[src/rtl/wb_result_sequencer_pkg.sv]
// rtl/wb_result_sequencer_pkg.sv - shared constants, encodings and helpers for the writeback sequencer
//
// Purpose: slot destination classes, result size codes, byte-enable lookup
// and the FSM state type used by wb_result_sequencer.
// Ports: none (package).

package wb_result_sequencer_pkg;

  localparam int WB_NUM_RES = 4;
  localparam int WB_DATA_W  = 64;
  localparam int WB_ADDR_W  = 32;
  localparam int WB_SEG_W   = 16;

  // Destination class of one result slot after priority resolution.
  typedef enum logic [1:0] {
    CLS_NONE = 2'd0,
    CLS_REG  = 2'd1,
    CLS_SEG  = 2'd2,
    CLS_MEM  = 2'd3
  } wb_class_e;

  // Result size codes as presented on ressize.
  typedef enum logic [1:0] {
    SIZE_8  = 2'b00,
    SIZE_16 = 2'b01,
    SIZE_32 = 2'b10,
    SIZE_64 = 2'b11
  } wb_size_e;

  typedef enum logic {
    ST_IDLE  = 1'b0,
    ST_DRAIN = 1'b1
  } wb_state_e;

  localparam logic [7:0] BE_8  = 8'h01;
  localparam logic [7:0] BE_16 = 8'h03;
  localparam logic [7:0] BE_32 = 8'h0F;
  localparam logic [7:0] BE_64 = 8'hFF;

  // A slot with several class bits set goes to exactly one port: mem wins,
  // then seg, then reg. A wb slot with no class bit completes silently.
  function automatic wb_class_e slot_class(input logic wb, input logic is_reg,
                                           input logic is_seg, input logic is_mem);
    wb_class_e cls;
    cls = CLS_NONE;
    if (wb) begin
      if (is_mem)      cls = CLS_MEM;
      else if (is_seg) cls = CLS_SEG;
      else if (is_reg) cls = CLS_REG;
    end
    return cls;
  endfunction

  function automatic logic [7:0] size_to_be(input wb_size_e size);
    logic [7:0] be;
    case (size)
      SIZE_8:  be = BE_8;
      SIZE_16: be = BE_16;
      SIZE_32: be = BE_32;
      default: be = BE_64;
    endcase
    return be;
  endfunction

endpackage

[src/rtl/wb_result_sequencer_prio_pick.sv]
// rtl/wb_result_sequencer_prio_pick.sv - lowest-index priority picker (module wb_prio_pick)
//
// Purpose: selects the lowest set bit of a pending mask.
// Ports:
//   mask_i    in  N    pending mask
//   onehot_o  out N    one-hot of the selected bit (0 when mask empty)
//   idx_o     out IW   index of the selected bit (0 when mask empty)
//   any_o     out 1    mask non-empty

module wb_prio_pick #(
  parameter int N  = 4,
  parameter int IW = 2
) (
  input  logic [N-1:0]  mask_i,
  output logic [N-1:0]  onehot_o,
  output logic [IW-1:0] idx_o,
  output logic          any_o
);

  // Scan from the top down so the last hit, the lowest index, wins.
  always_comb begin
    onehot_o = '0;
    idx_o    = '0;
    for (int i = N - 1; i >= 0; i--) begin
      if (mask_i[i]) begin
        onehot_o    = '0;
        onehot_o[i] = 1'b1;
        idx_o       = IW'(i);
      end
    end
  end

  assign any_o = |mask_i;

endmodule

[src/rtl/wb_result_sequencer.sv]
// rtl/wb_result_sequencer.sv - writeback stage draining one execute bundle through reg/seg/store ports
//
// Purpose: captures a bundle of up to NUM_RES results and drains it through
// one GPR write port, one segment write port and one store port. The reg and
// seg ports retire one slot per cycle; the store port retires one slot per
// accepted st_valid/st_ready handshake. ready_out back-pressures execute.
// Optional feature: define WB_PERF_EN to add perf_bundles / perf_st_stall.
// Ports:
//   clk, rst                       clock, async active-low reset
//   valid_in, flush_in             incoming bundle valid / kill
//   res_wb/is_reg/is_seg/is_mem    per-slot writeback enable and class bits
//   res_data, res_dest, ressize    per-slot data, destination, common size code
//   ready_out                      bundle accepted this cycle if valid_in
//   reg_we/addr/data/be            GPR write port
//   seg_we/addr/data               segment write port
//   st_valid/ready/addr/data/size  store request port
//   busy                           bundle pending
//   perf_bundles, perf_st_stall    (WB_PERF_EN only) wrapping event counters

module wb_result_sequencer
  import wb_result_sequencer_pkg::*;
#(
  parameter int NUM_RES = WB_NUM_RES,
  parameter int DATA_W  = WB_DATA_W,
  parameter int ADDR_W  = WB_ADDR_W
) (
  input  logic                      clk,
  input  logic                      rst,
  input  logic                      valid_in,
  input  logic                      flush_in,
  input  logic [NUM_RES-1:0]        res_wb,
  input  logic [NUM_RES-1:0]        res_is_reg,
  input  logic [NUM_RES-1:0]        res_is_seg,
  input  logic [NUM_RES-1:0]        res_is_mem,
  input  logic [NUM_RES*DATA_W-1:0] res_data,
  input  logic [NUM_RES*ADDR_W-1:0] res_dest,
  input  logic [1:0]                ressize,
  output logic                      ready_out,
  output logic                      reg_we,
  output logic [ADDR_W-1:0]         reg_addr,
  output logic [DATA_W-1:0]         reg_data,
  output logic [7:0]                reg_be,
  output logic                      seg_we,
  output logic [ADDR_W-1:0]         seg_addr,
  output logic [WB_SEG_W-1:0]       seg_data,
  output logic                      st_valid,
  input  logic                      st_ready,
  output logic [ADDR_W-1:0]         st_addr,
  output logic [DATA_W-1:0]         st_data,
  output logic [1:0]                st_size,
`ifdef WB_PERF_EN
  output logic [31:0]               perf_bundles,
  output logic [31:0]               perf_st_stall,
`endif
  output logic                      busy
);

  localparam int IW = (NUM_RES > 1) ? $clog2(NUM_RES) : 1;

  wb_state_e                        state_q;
  logic [NUM_RES-1:0]               reg_pend_q, seg_pend_q, mem_pend_q;
  logic [NUM_RES-1:0][DATA_W-1:0]   data_q;
  logic [NUM_RES-1:0][ADDR_W-1:0]   dest_q;
  logic [1:0]                       size_q;

  // Pending masks for the bundle currently on the inputs.
  logic [NUM_RES-1:0] in_reg, in_seg, in_mem;
  logic               in_any;

  always_comb begin
    in_reg = '0;
    in_seg = '0;
    in_mem = '0;
    for (int i = 0; i < NUM_RES; i++) begin
      case (slot_class(res_wb[i], res_is_reg[i], res_is_seg[i], res_is_mem[i]))
        CLS_REG: in_reg[i] = 1'b1;
        CLS_SEG: in_seg[i] = 1'b1;
        CLS_MEM: in_mem[i] = 1'b1;
        default: ;
      endcase
    end
  end

  assign in_any = |{in_reg, in_seg, in_mem};

  // One picker per port; each port advances independently of the others.
  logic [NUM_RES-1:0] reg_oh, seg_oh, mem_oh;
  logic [IW-1:0]      reg_idx, seg_idx, mem_idx;
  logic               reg_any, seg_any, mem_any;

  wb_prio_pick #(.N(NUM_RES), .IW(IW)) u_pick_reg (
    .mask_i   (reg_pend_q),
    .onehot_o (reg_oh),
    .idx_o    (reg_idx),
    .any_o    (reg_any)
  );

  wb_prio_pick #(.N(NUM_RES), .IW(IW)) u_pick_seg (
    .mask_i   (seg_pend_q),
    .onehot_o (seg_oh),
    .idx_o    (seg_idx),
    .any_o    (seg_any)
  );

  wb_prio_pick #(.N(NUM_RES), .IW(IW)) u_pick_mem (
    .mask_i   (mem_pend_q),
    .onehot_o (mem_oh),
    .idx_o    (mem_idx),
    .any_o    (mem_any)
  );

  // What remains after this cycle's writes. The store slot only retires on
  // an accepted handshake, which is why ready_out depends on st_ready.
  logic               st_accept;
  logic [NUM_RES-1:0] reg_left, seg_left, mem_left;
  logic               drain_done;
  logic               capture;

  assign st_accept  = mem_any & st_ready;
  assign reg_left   = reg_pend_q & ~reg_oh;
  assign seg_left   = seg_pend_q & ~seg_oh;
  assign mem_left   = st_accept ? (mem_pend_q & ~mem_oh) : mem_pend_q;
  assign drain_done = ~|{reg_left, seg_left, mem_left};

  // Accepting while the last writes of the previous bundle go out keeps
  // back-to-back bundles free of bubbles.
  assign ready_out  = (state_q == ST_IDLE) | drain_done;
  assign capture    = valid_in & ready_out & ~flush_in;

  always_ff @(posedge clk or negedge rst) begin
    if (!rst) begin
      state_q    <= ST_IDLE;
      reg_pend_q <= '0;
      seg_pend_q <= '0;
      mem_pend_q <= '0;
      data_q     <= '0;
      dest_q     <= '0;
      size_q     <= 2'b00;
    end else if (capture) begin
      reg_pend_q <= in_reg;
      seg_pend_q <= in_seg;
      mem_pend_q <= in_mem;
      if (in_any) begin
        data_q  <= res_data;
        dest_q  <= res_dest;
        size_q  <= ressize;
        state_q <= ST_DRAIN;
      end else begin
        state_q <= ST_IDLE;
      end
    end else begin
      reg_pend_q <= reg_left;
      seg_pend_q <= seg_left;
      mem_pend_q <= mem_left;
      if (drain_done) state_q <= ST_IDLE;
    end
  end

  // Port outputs come straight from registered masks and bundle storage;
  // address/data are zeroed when the port is idle.
  always_comb begin
    reg_we   = reg_any;
    reg_addr = '0;
    reg_data = '0;
    reg_be   = '0;
    if (reg_any) begin
      reg_addr = dest_q[reg_idx];
      reg_data = data_q[reg_idx];
      reg_be   = size_to_be(wb_size_e'(size_q));
    end
  end

  always_comb begin
    seg_we   = seg_any;
    seg_addr = '0;
    seg_data = '0;
    if (seg_any) begin
      seg_addr = dest_q[seg_idx];
      seg_data = data_q[seg_idx][WB_SEG_W-1:0];
    end
  end

  always_comb begin
    st_valid = mem_any;
    st_addr  = '0;
    st_data  = '0;
    st_size  = 2'b00;
    if (mem_any) begin
      st_addr = dest_q[mem_idx];
      st_data = data_q[mem_idx];
      st_size = size_q;
    end
  end

  assign busy = (state_q == ST_DRAIN);

`ifdef WB_PERF_EN
  logic [31:0] perf_bundles_q, perf_st_stall_q;

  always_ff @(posedge clk or negedge rst) begin
    if (!rst) begin
      perf_bundles_q  <= '0;
      perf_st_stall_q <= '0;
    end else begin
      if (capture)              perf_bundles_q  <= perf_bundles_q + 32'd1;
      if (st_valid & ~st_ready) perf_st_stall_q <= perf_st_stall_q + 32'd1;
    end
  end

  assign perf_bundles  = perf_bundles_q;
  assign perf_st_stall = perf_st_stall_q;
`endif

endmodule

[config.mk]
export PLATFORM = sky130hd
export DESIGN_NAME = wb_result_sequencer
export DESIGN_NICKNAME = d
export VERILOG_FILES = /design/src/rtl/wb_result_sequencer_pkg.sv /design/src/rtl/wb_result_sequencer_prio_pick.sv /design/src/rtl/wb_result_sequencer.sv
export SDC_FILE = /design/constraint.sdc
export NUM_CORES = 1
export LEC_CHECK = 0
export BUFFER_PORTS_ARGS = -buffer_cell sky130_fd_sc_hd__buf_2
export CAP_MARGIN = 0
export CORE_AREA = 5 5 252 254
export DETAILED_ROUTE_END_ITERATION = 16
export DIE_AREA = 0 0 257 259
export PLACE_DENSITY_LB_ADDON = 0.08
export SLEW_MARGIN = 15
export SYNTH_ARGS = -nofsm -noshare
export SYNTH_HDL_FRONTEND = slang
export SYNTH_HIERARCHICAL = 1
export SYNTH_SLANG_ARGS = --single-unit
[constraint.sdc]
create_clock -name clk -period 3.71 [get_ports clk]
set_clock_uncertainty 0.15 [all_clocks]
set_input_delay 0.5565 -clock clk [delete_from_list [all_inputs] [get_ports clk]]
set_output_delay 0.5565 -clock clk [all_outputs]
set_load 0.03 [all_outputs]
# --- Yosys cells after proc, flatten, opt, wreduce, memory -nomap -nowiden ---
# Index checks and enable logic that the tools add are counted.
totals:
  reg_bits: 399
  in_bits: 407
  output_inout_bits: 255
  word_cells: 131
classes:
  n_lt_le_gt_ge: 3
  n_eq_ne: 15
  mux: 80
  bitwise_logic: 12
  n_reduce_logical: 8
ops:
  columns: ["operator", "n"]
  rows:
  - ["binary-select mux 64 bit (select 2 bit)", 3]
  - ["two-way mux 64 bit", 4]
  - ["binary-select mux 32 bit (select 2 bit)", 3]
  - ["two-way mux 32 bit", 6]
  - ["two-way mux 4 bit", 16]
  - ["two-way mux 2 bit", 25]
  - ["two-way mux 16 bit", 2]
  - ["case mux 8 bit (3 select lines)", 1]
  - ["OR reduction 12 bit", 2]
  - ["two-way mux 1 bit", 19]
  - ["== test 2 bit (second input constant)", 9]
  - ["AND 4 bit", 3]
  - ["NOT 4 bit", 3]
  - ["OR reduction 4 bit", 3]
  - ["== test 2 x 1 -> 1 bit (second input constant)", 5]
  - ["less-than comparator 2 x 3 -> 1 bit (second input constant)", 3]
  - ["two-way mux 8 bit", 1]
  - ["AND 1 bit", 3]
  - ["zero test 2 bit", 1]
  - ["inequality test 2 bit (second input constant)", 1]
  - ["NOT 1 bit", 2]
  - ["AND reduction 2 bit", 1]
  - ["zero test 1 bit", 1]
  - ["OR 1 bit", 1]

# --- Depth between registers and ports, before layout ---
logic_depth:
  depth_word: 13
  ltp_mapped: 10
  depth_no_buf: 7

# --- Hierarchy ---
# The synthesis kept the hierarchy.
modules_own_cells:
  columns: ["module", "instances", "cells_per_inst", "area_per_inst_um2", "seq_area_each_um2"]
  rows:
  - ["wb_result_sequencer", 1, 1467, 23964.2, 9984.6]
  - ["wb_prio_pick", 3, 10, 58.8, 0.0]

# --- Worst setup path before layout ---
# OpenSTA, ideal clock, no wires.
synth_path:
  path_kind: "reg2out"
  from: "register reg_pend_q[2]"
  to: "output reg_addr[11]"
  arrival_ns: 2.468
  required_time_ns: 3.003
  path_slack_ns: 0.535
  stages_incl_launch_ff: 8
  path_buffers: 3
  cell_sequence: "dfrtp_1 nand2b_1 a21oi_1 clkbuf_1 buf_2 buf_1 mux4_2 and2_1"
synth_via:
  elab_chain_len: 6
  word_cells_on_any_way: 7
  cone_classes: "6 x mux; 1 x reduce/logical"
synth_lines:
  columns: ["item", "line_no", "source"]
  rows:
  - ["start: declaration", "wb_result_sequencer.sv:61", "logic [NUM_RES-1:0] reg_pend_q, seg_pend_q, mem_pend_q;"]
  - ["start signal: assignment", "wb_result_sequencer.sv:140", "reg_pend_q <= in_reg;"]
  - ["start signal: assignment", "wb_result_sequencer.sv:152", "reg_pend_q <= reg_left;"]
  - ["two-way mux 2 bit (3 in a row)", "wb_result_sequencer_prio_pick.sv:25", "if (mask_i[i]) begin"]
  - ["named net reg_idx[0]", "wb_result_sequencer.sv:88", "logic [IW-1:0] reg_idx, seg_idx, mem_idx;"]
  - ["binary-select mux 32 bit (select 2 bit)", "wb_result_sequencer.sv:167", "reg_addr = dest_q[reg_idx];"]
  - ["two-way mux 32 bit (implied by the code)", "wb_result_sequencer.sv:167", null]
  - ["two-way mux 32 bit", "wb_result_sequencer.sv:166", "if (reg_any) begin"]
  - ["end: declaration", "wb_result_sequencer.sv:40", "output logic [ADDR_W-1:0] reg_addr,"]
# The timed path passes the listed nets, and every way through them passes these cells. The select of a mux whose other input is x is not followed.

# --- Final worst setup path ---
layout_path:
  from: "register mem_pend_q[0]"
  to: "output st_addr[2]"
layout_via:
  elab_chain_len: 4
  word_cells_on_any_way: 5
  cone_classes: "4 x mux; 1 x reduce/logical"
layout_lines:
  columns: ["item", "line_no", "source"]
  rows:
  - ["start: declaration", "wb_result_sequencer.sv:61", null]
  - ["start signal: assignment", "wb_result_sequencer.sv:142", "mem_pend_q <= in_mem;"]
  - ["start signal: assignment", "wb_result_sequencer.sv:154", "mem_pend_q <= mem_left;"]
  - ["two-way mux 2 bit", "wb_result_sequencer_prio_pick.sv:25", null]
  - ["named net mem_idx[1]", "wb_result_sequencer.sv:88", null]
  - ["binary-select mux 32 bit (select 2 bit)", "wb_result_sequencer.sv:189", "st_addr = dest_q[mem_idx];"]
  - ["two-way mux 32 bit (implied by the code)", "wb_result_sequencer.sv:189", null]
  - ["two-way mux 32 bit", "wb_result_sequencer.sv:188", "if (mem_any) begin"]
  - ["end: declaration", "wb_result_sequencer.sv:48", "output logic [ADDR_W-1:0] st_addr,"]
# The timed path passes the listed nets, and every way through them passes these cells. The select of a mux whose other input is x is not followed.

==> run_results.csv <==
group,metric,value,unit
global_route,overflow,0,
worst_setup_path,crit_buf_inv,2,
worst_setup_path,slowest_stage,"dfrtp_1",
clock_network,numClockSinks,399,
synthesis,synth_seq_cells,399,
hold_path,worstHoldPathType,"input pin to flop",
synthesis,yosysSeqAreaShare,41.4,%
synthesis,netlist-cell-type-count,35,
timing,drv_slew,0,
clock_network,numCtsBuffers,50,
worst_setup_path,cp_top_family,"simple AND/OR/NAND/NOR gates",
timing,final-setup-viol-count,0,
synthesis,synthTopCellsByArea,"dfrtp_1 (41%), mux4_2 (22%), mux2_4 (19%)",
cells_and_area,final_cell_mix,"buf_2 (660), dfrtp_1 (398), mux2_4 (300)",
clock_network,clock_latency,590,ps
worst_setup_path,cp_cell_sequence,"nor3_2 -> buf_12 -> mux4_2 -> and2_1 -> buf_2",
timing,max_freq,280,MHz
floorplan,rows,91,
cells_and_area,nFillCells,5395,
placed_design,hpwl,56.8,mm
synthesis,synth_top_area_share,41.4,%
drt,wl,81.6,mm
worst_setup_path,max_stage_delay,510,ps
clock_network,ctsRootBufferMaster,"clkbuf_16",
worst_setup_path,arrival,2870,ps
worst_setup_path,cp_max_fo,64,
placed_design,io_buffers,661,
clock_network,cts_tree,"built",
drt,drt_drc_violations_left,0,
global_route,grt_pass1_wl,120,mm
timing,tns,0,ps
floorplan,dieArea,0.0666,mm²
synthesis,syn-instance-count,1497,
placed_design,place_area,0.0281,mm²
cells_and_area,finalNetCount,2549,
timing,fin_hold_ws,44.7,ps
worst_setup_path,cp_data_required_time,3000,ps
outcome,outcome,"complete, no violations",
synthesis,syn_area,0.0241,mm²
synthesis,synth_warnings,6,
job,maxCapViolations,0,
floorplan,start_util,39.6,%
global_route,antenna_found_initial,34,
drt,first_pass_iters,5,
floorplan,ios,662,
synthesis,syn_avg_cell_area,16.1,µm²
placed_design,globalplace.congestion,0.828,
floorplan,fp.coreArea,0.0610,mm²
timing,rsz0062_at_grt,"true",
cells_and_area,finalInstanceArea,0.0301,mm²
timing,period_share,96.4,%
drt,vias,16200,
cells_and_area,drive_gt1_share,65.3,%
clock_network,htree_levels,2,
floorplan,dieHeight,259,µm
clock_network,ctsLongestPathBuffers,3,
drt,ant_nets,0,
cells_and_area,syn_to_final_growth,24.8,%
timing,slew_headroom,40.2,%
clock_network,path_clk_slew,60,ps
drt,drt-initial-drc-count,971,
worst_setup_path,crit_type,"flop to output pin",
drt,avgViaCountPerCell,5.43,
global_route,track_usage,23.7,%
cells_and_area,finish.utilization,49.4,%
synthesis,synth_fp_nets,1904,
global_route,grt_max_degree,93,
worst_setup_path,critPathCaptureType,"output pin",
cells_and_area,mostFrequentLayoutCell,"buf_2",
clock_network,post-cts-setup-buffer-count,0,
worst_setup_path,crit_path_start_kind,"flop",
floorplan,die_x,257,µm
timing,worst_slew_pin_slew,896,ps
drt,routedWlPerCell,27.3,µm
synthesis,yosysTopAreaCell,"dfrtp_1",
global_route,grt_pass1_vias,18200,
timing,period_needed,3580,ps
timing,hold_violations,0,
## cells by family (layout without fill, tap and decap cells)
logic type	Yosys count	count (layout)	synth area share (%)
other	0	21	0
AND/OR/NAND/NOR	308	308	7.92
flip-flops	399	399	41.4
buffers and inverters	140	825	4.83
AO/OA/AOI/OAI	16	16	0.498
multiplexers	634	634	45.4
## timing repair
item | 4_1_cts | 5_1_grt
hold endpoints to repair | 57 | 0
setup endpoints to repair | 15 | 6
hold buffers | 19 | 0
gates resized for setup | 2 | 2
gates cloned | 0 | 0
## cell type report
| cell class | count | area (µm²) | share of cell area, % |
|---|---|---|---|
| Multi-Input combinational cell | 958 | 13100 | 43.3 |
| Clock buffer | 73 | 1500 | 4.99 |
| Inverter | 6 | 22.5 | 0.0748 |
| Timing Repair Buffer | 727 | 4210 | 14.0 |
| Sequential cell | 399 | 9990 | 33.2 |
| Tap cell | 790 | 988 | 3.28 |
| Antenna cell | 21 | 52.6 | 0.174 |
| Clock inverter | 19 | 298 | 0.989 |
## path summary, 6_finish.rpt
path | from | endpoint | slack, ps | depth (start not counted)
setup / recovery | mem_pend_q[0] | st_addr[2] | 130 | 5
hold / removal | res_data[18] | data_q[18] | 40 | 2
setup reg to reg | mem_pend_q[0] | data_q[103] | 450 | 7
hold reg to reg | data_q[121] | data_q[121] | 360 | 1
max in group asynchronous | rst | data_q[158] | 2000 | 4
min in group asynchronous | rst | data_q[247] | 350 | 2
## Yosys cell counts, drive strengths merged
library cell / number
mux2i: 8
mux4: 240
o21a: 1
and2: 244
or4: 3
nor4: 1
buf: 82
nor3b: 5
and3: 1
or3: 1
nor4bb: 3
nor3: 4
nand3: 9
a21oi: 4
nand2: 8
clkbuf: 52
o21ai: 6
dfrtp: 399
o41ai: 1
mux2: 386
nor2: 7
nor2b: 1
nand2b: 14
inv: 6
nand3b: 4
nor4b: 3
o2111ai: 4
## routing by layer
layer  up-vias  wire [µm]  part of all wire, %  track usage (%)
li1       6974          -                    -                -
met1      8612      32700                   40             30.0
met2       511      41500                   51             40.4
met3       132       5230                  6.4             6.09
met4        18       2130                  2.6             6.86
met5         -        113                 0.14                0
## through the flow
step	instances	setup slack, ps
2_1_floorplan	1497	535
3_3_place_gp	2861	490
3_5_place_dp	2861	497
4_1_cts	2972	6.56
5_1_grt	2982	-7.54
6_report	2993	135
## registers in the layout (all words and copies together), names as in the netlist
signal      flops
busy            1
data_q        256
reg_pend_q      4
dest_q        128
seg_pend_q      4
mem_pend_q      4
size_q          2
Power is not shown: default switching activity piles up to over one toggle a cycle in this logic, so the estimate is an artifact.
